### src/rtl/regfile_wb_arbiter_pkg.sv
// Shared definitions for the register-file write-port arbiter.
// State encodings, the hard-wired zero register and default widths.
package regfile_wb_arbiter_pkg;

    localparam int               DATA_W_DEF = 32;
    localparam int               CNT_W      = 4;
    localparam logic [4:0]       REG_ZERO   = 5'd0;
    localparam logic [CNT_W-1:0] CNT_MAX    = '1;

    typedef enum logic [1:0] {
        ST_IDLE  = 2'd0,
        ST_WAIT  = 2'd1,
        ST_FORCE = 2'd2
    } arb_state_e;

endpackage

### src/rtl/regfile_wb_arbiter_mux2to1_5b.sv
// 5-bit 2:1 select for register addresses.
// Latency: combinational. Backpressure: none.
// s=0 picks d0, s=1 picks d1.
module mux2to1_5b (
    input  logic [4:0] d0,
    input  logic [4:0] d1,
    input  logic       s,
    output logic [4:0] y
);

    assign y = s ? d1 : d0;

endmodule

### src/rtl/regfile_wb_arbiter.sv
// Arbitrates the register-file write port between WB (A, priority) and the long-latency path (B).
// Latency: grant in cycle N, registered wr_en/wr_addr/wr_data in cycle N+1.
// Backpressure: B waits on b_ready; after STARVE_LIMIT blocked cycles the pipeline is stalled one cycle for B.
module regfile_wb_arbiter
    import regfile_wb_arbiter_pkg::*;
#(
    parameter int DATA_W       = DATA_W_DEF,
    parameter int STARVE_LIMIT = 4
) (
    input  logic              clk,
    input  logic              rst,
    input  logic              a_req,
    input  logic [4:0]        a_dest,
    input  logic [DATA_W-1:0] a_data,
    input  logic              b_valid,
    input  logic [4:0]        b_dest,
    input  logic [DATA_W-1:0] b_data,
    output logic              b_ready,
    output logic              stall_pipe,
    output logic              wr_en,
    output logic [4:0]        wr_addr,
    output logic [DATA_W-1:0] wr_data
);

    localparam logic [CNT_W-1:0] LIMIT = CNT_W'(STARVE_LIMIT);

    arb_state_e        state_q, state_d;
    logic [CNT_W-1:0]  cnt_q, cnt_d, cnt_inc;
    logic              a_write;
    logic              force_st;
    logic              grant_a;
    logic              grant_b;
    logic              wr_en_d;
    logic [4:0]        sel_addr;
    logic [DATA_W-1:0] sel_data;

    assign a_write    = a_req && (a_dest != REG_ZERO);
    assign force_st   = (state_q == ST_FORCE);
    assign stall_pipe = force_st;

    // In FORCE the pipeline is frozen, so A is ignored and re-presented next cycle.
    assign b_ready = !rst && b_valid && (force_st || !a_write);
    assign grant_b = b_ready;
    assign grant_a = a_write && !force_st;
    assign wr_en_d = grant_a || (grant_b && (b_dest != REG_ZERO));

    assign cnt_inc = (cnt_q == CNT_MAX) ? cnt_q : cnt_q + 4'd1;

    always_comb begin
        state_d = ST_IDLE;
        cnt_d   = '0;
        case (state_q)
            ST_IDLE, ST_WAIT: begin
                if (b_valid && !b_ready) begin
                    cnt_d   = cnt_inc;
                    state_d = (cnt_inc >= LIMIT) ? ST_FORCE : ST_WAIT;
                end
            end
            default: begin
                state_d = ST_IDLE;
                cnt_d   = '0;
            end
        endcase
    end

    mux2to1_5b u_addr_mux (
        .d0 (a_dest),
        .d1 (b_dest),
        .s  (grant_b),
        .y  (sel_addr)
    );

    assign sel_data = grant_b ? b_data : a_data;

    always_ff @(posedge clk) begin
        if (rst) begin
            state_q <= ST_IDLE;
            cnt_q   <= '0;
            wr_en   <= 1'b0;
            wr_addr <= '0;
            wr_data <= '0;
        end else begin
            state_q <= state_d;
            cnt_q   <= cnt_d;
            wr_en   <= wr_en_d;
            // Address/data hold their last value on idle cycles.
            if (wr_en_d) begin
                wr_addr <= sel_addr;
                wr_data <= sel_data;
            end
        end
    end

endmodule
### config.mk
export PLATFORM = sky130hd
export DESIGN_NAME = regfile_wb_arbiter
export DESIGN_NICKNAME = d
export VERILOG_FILES = /design/src/rtl/regfile_wb_arbiter_pkg.sv /design/src/rtl/regfile_wb_arbiter_mux2to1_5b.sv /design/src/rtl/regfile_wb_arbiter.sv
export SDC_FILE = /design/constraint.sdc
export NUM_CORES = 1
export LEC_CHECK = 0
export BUFFER_PORTS_ARGS = -buffer_cell sky130_fd_sc_hd__buf_2
export CORE_AREA = 2 2 118 74
export DETAILED_ROUTE_END_ITERATION = 10
export DIE_AREA = 0 0 120 76
export PLACE_DENSITY = 0.52
export SETUP_SLACK_MARGIN = 0.02
export SLEW_MARGIN = 20
export SYNTH_ARGS = -nofsm -noshare
export SYNTH_HDL_FRONTEND = slang
export SYNTH_SLANG_ARGS = --single-unit
export TNS_END_PERCENT = 30
### constraint.sdc
create_clock -name clk -period 1.9 [get_ports clk]
set_input_delay 0.285 -clock clk [delete_from_list [all_inputs] [get_ports clk]]
set_output_delay 0.285 -clock clk [all_outputs]
set_load 0.01 [all_outputs]
== Yosys cells after proc, flatten, opt, wreduce, memory -nomap -nowiden ==
Cells that the tools add are included.

* Flip-flop bits (word level): 44
* Bits in latches: 0
* Memory bits (writable): 0
* ROM bits: 0
* Input port bits: 78
* Memories kept: 0

* $add $sub $neg: 1
* Multipliers: 0
* Divide/modulo/power cells: 0
* Order comparisons: 1
* Eq/ne operators: 3
* Shifts and indexed selects: 0
* Mux-type cells: 4
* Bitwise logic cells: 2
* Reduce and logical (&&, ||, !) cells: 17

{| class="wikitable"
|+ Operators with widths
! kind !! count
|-
| 32-bit 2-to-1 mux || 1
|-
| 5-bit nonzero test || 2
|-
| 1-bit logical AND || 6
|-
| 5-bit 2-to-1 mux || 1
|-
| 4-bit by 1-bit adder with 4-bit output (second input constant) || 1
|-
| 4-bit equality test (second input constant) || 1
|-
| 4-bit by 3-bit greater-or-equal comparator with 1-bit output (second input constant) || 1
|-
| 1-bit zero test || 4
|-
| 4-bit 2-to-1 mux || 1
|-
| 3-bit OR reduction || 1
|-
| 2-bit by 1-bit equality test with 1-bit output (second input constant) || 1
|-
| 2-bit equality test (second input constant) || 1
|-
| 2-bit zero test || 1
|-
| 1-bit logical OR || 2
|-
| 2-bit 2-to-1 mux || 1
|-
| 1-bit NOT || 2
|-
| 2-bit OR reduction || 1
|}

== Longest topological paths before layout ==
* Depth in word-level cells: 9
* Mapped depth: 6
* Depth with buffers taken out: 5

== Modules after synthesis ==
A second synthesis with hierarchy kept.

* Cell total of the unflattened synthesis: 241
* Area total of the unflattened synthesis: 2208.4 um2

{| class="wikitable"
|+ Modules (own cells, without submodules)
! module !! instances !! cells each !! area each (um2)
|-
| regfile_wb_arbiter || 1 || 236 || 2152.1
|-
| mux2to1_5b || 1 || 5 || 56.3
|}

== Worst setup path before layout ==
No wires, ideal clock.

* Kind: in2out
* From: in a_dest[1]
* To: out b_ready
* Data arrival time: 1.563 ns
* Setup slack: 0.052 ns
* Stages on the path: 5
* Buffers on the path: 2
* Path through: or4_4 -> o211ai_2 -> buf_4 -> buf_4 -> and2_1

* Cells in the longest elaborated chain, start to end: 5

{| class="wikitable"
|+ RTL lines
! element !! RTL line !! source
|-
| from (decl) || regfile_wb_arbiter.sv:13 || <nowiki>input logic [4:0] a_dest,</nowiki>
|-
| 5-bit nonzero test || regfile_wb_arbiter.sv:37 || <nowiki>assign a_write = a_req && (a_dest != REG_ZERO);</nowiki>
|-
| 1-bit logical AND || regfile_wb_arbiter.sv:37 ||
|-
| 1-bit zero test || regfile_wb_arbiter.sv:42 || <nowiki>assign b_ready = !rst && b_valid && (force_st || !a_write);</nowiki>
|-
| 1-bit logical OR || regfile_wb_arbiter.sv:42 ||
|-
| 1-bit logical AND || regfile_wb_arbiter.sv:42 ||
|-
| to (decl) || regfile_wb_arbiter.sv:18 || <nowiki>output logic b_ready,</nowiki>
|}

No other way between the ends.

== Worst setup path after layout ==
Same ends and word-level chain as after synthesis.

==> metrics.md <==
| Metric | Value |
|---|---|
| Hold path endpoint | wr_data[10] |
| DIE AREA | roughly 9000 sq um |
| Inserted Clock Buffers | 5 |
| DRC errors left | 0 |
| Post-synth EDFFs | 0 |
| LEAKAGE | 1.315 nW |
| CP endpoint kind | primary output |
| Largest net degree at the start of global routing | 39 |
| Syn Nets | 323 |
| DRT iter0 DRCs | 75 |
| Seq cells post-synth | 44 |
| Longest Clk Path Bufs | 2 |
| Drt via density | 4.582 |
| Worst R2R Setup Slack | 460 ps |
| Post-layout util | 0.3501 |
| Synth Flop Type | dfxtp_1 |
| Cells after DPL | 467 |
| Vias in the first global route | about 2.0k |
| First-pass GRT wire length | 9618 um |
| Antenna Nets Post-Route | 0 |
| Highest clock rate | 0.5658 GHz |
| Final hold violations | 0 |
| CTS HTree Levels | 2 |
| Seq. cell area | 880.8 sq um |
| Layout Area Growth over Synthesis | 44.71% |
| Min Tclk post-route | 1767 ps |
| Cells after Synth | 244 |
| Top cell by count, worst path | buf_2 |
| R2R Path End | wr_addr[2] |
| WP data arrival | 1480 ps |
| Total power | 0.002231 W |
| Gr ovfl total | 0 |
| Wirelength per Cell | 12.76 um |
| Antenna fix cells | 0 |
| Post-Layout Cell Count | 474 |
| Fillcell total | slightly below 900 |
| DRT Pass-1 Iters | 4 |
| Via count | 2172 |
| Mean post-synth cell area | 8.097 sq um |
| Sequential fraction of the synthesis area | 0.4459 |
| Port Buffers | 117 |
| Critical hold path startpoint | b_data[10] |
| Share of synthesized registers carrying an async set or reset | 0 |
| Reg clk slew, reported paths | 60 ps |
| Outcome | complete, no violations |
| CTS tree | yes |
| R2R cell count | 5 |
| Distinct cell type count after synthesis | 34 |
| Initial antenna violation count | 0 |
| Power per Cell Area | 780.2 nW/um^2 |
| Core Area | 8165 sq um |
| RR Startpoint | state_q[0] |
| Rel. slew slack | 0.7034 |
| Tightest Pin Transition | 444.9 ps |
| Mapped Area | around 2000 sq um |
| CTS Hold Bufs | 0 |
| Fin. max-slew vios | 0 |
| Root buffer cell | clkbuf_16 |
| Detailed Route WL | around 6000 um |
| YS warnings | 0 |
| Critical Path RT | roughly 1600 ps |
| Post-detail-place hpwl | 4461 um |
| Max Cap Viol | 0 |
| Fin Clk Skew | 4.055 ps |
| Io pins | 118 |
| GPL Wtd Cong | around 0.86 |
| Setup WS pre-CTS | -22.15 ps |
| Fin crit share | 0.9302 |
| Worst Setup Start Kind | primary input |
| GRT Total Usage | 0.1301 |
| CP max-delay cell | or4_4 |
| # nets final | 441 |
| Family with the most delay on the worst path | simple AND/OR/NAND/NOR gates |
| Post-cts sizing count | 0 |
| Number of buffers added for setup after CTS | 0 |
| FP Rows | 26 |
| Placed inst area | 2725 sq um |
| Post-route cell area | roughly 2900 sq um |
| Crit path max fanout | 5 |
| Crit path largest cell delay | around 570 ps |
| Unrepaired setup endpoints after global routing | no |
| Initial core utilization | 0.2420 |
| Max VDD drop | 346.4 uV |
| Hold path cells | 3 |
| Multi-input gate area | 1005 sq um |
| Die X | 120 um |
| CTS Sinks | 44 |
| Final setup margin | 132.6 ps |
| Final setup fails | 0 |
| CP Cell Sequence | buf_2 -> or4_4 -> o211ai_4 -> and2_1 -> buf_2 |
| Hold Crit Class | in -> reg |
| Setup CP Type | in -> out |
| Ratio of cells with drive above 1 in the final layout | 0.3895 |
| Die height | 76 um |
| Bufs and invs on worst path | 2 |
| Worst skew pair latency | 280 ps |
-- logic make-up (layout without fill, tap and decap cells) --
kind of cell,count (synthesis),in the layout,share of synthesized area
buf+inv,21,139,0.05003
xor+xnor,1,1,0.004434
flops,44,44,0.4458
mux,1,1,0.005067
compound gates,51,51,0.2248
fa+ha+maj,1,1,0.006332
simple gates,125,125,0.2635
-- synth_stat cells, types with 3 or more instances --
library cell / n / area, sq um
nand2_1: 69 / 259.0
dfxtp_1: 44 / 880.8
nor2_1: 38 / 142.6
a311oi_1: 34 / 297.8
clkbuf_1: 10 / 37.54
buf_2: 4 / 20.02
buf_4: 4 / 30.03
inv_1: 3 / 11.26
nand3_1: 3 / 15.01
nor3_1: 3 / 15.01
-- placed cells by master, fill, tap and decap left out, types with 2 or more instances in the layout --
cell type  instances
nor3_1             3
buf_2            117
nor2_1            38
nand2_1           69
a21oi_1            2
o21ai_0            2
nor4_1             2
dfxtp_1           44
o311ai_0           2
a221oi_1           2
nor3_2             2
a211oi_1           2
a311oi_1          34
clkbuf_16          5
nand3_1            3
nor2b_1            2
inv_1              3
buf_4             11
-- flip-flops by register name (all words and copies together) (netlist names) --
register / flops
cnt_q: 4
state_q: 2
wr_addr: 5
wr_data: 32
wr_en: 1
-- worst max-delay path by stage --
stage / start / end / slack (ps) / cells past startpoint
final: a_dest[1] / b_ready / 130 / 5
after global routing: a_dest[1] / b_ready / 80 / 5
after CTS: a_dest[1] / b_ready / 130 / 5
after detailed placement: a_dest[1] / wr_data[29] / -20 / 6
after global placement: a_dest[1] / wr_data[29] / -10 / 6
after floorplan: a_dest[1] / b_ready / 50 / 5
-- worst register-to-register path: cells and delay by family (launching register included) --
| kind | cells | cell delay (ps) |
|---|---|---|
| compound gates | 3 | 700 |
| flops | 1 | 300 |
| simple gates | 1 | 220 |
| buf+inv | 1 | 110 |
-- per-layer routing --
layer  part of all wire  up-vias  track usage  wire length, um
li1                   -     1111            -                -
met1               0.50      970       0.1825             3049
met2               0.40       89       0.1869             2394
met3              0.093        2      0.04641              563
met4             0.0068        0      0.03765               41
met5                  0        -            0                0
-- stage by stage --
step                      hold slack, ps  setup TNS, ps
after floorplan                    435.9              0
after global placement             462.6         -17.14
after detailed placement           469.1         -126.5
after CTS                          258.9              0
after global routing               266.9              0
final                              271.7              0
-- area by class of cell --
cell class | instances | area share
Timing Repair Buffer | 129 | 0.2407
Inverter | 3 | 0.003939
Multi-Input combinational cell | 179 | 0.3514
Tap cell | 112 | 0.04902
Sequential cell | 44 | 0.3081
Clock buffer | 6 | 0.04508
Clock inverter | 1 | 0.001751
-- report_power, final --
part           leakage, nW  internal (W)  switching (W)
Combinational        0.883      0.000181       0.000215
Sequential           0.365      0.000988      0.0000326
Clock               0.0667      0.000478       0.000335
(Power assumes the default switching activity.)
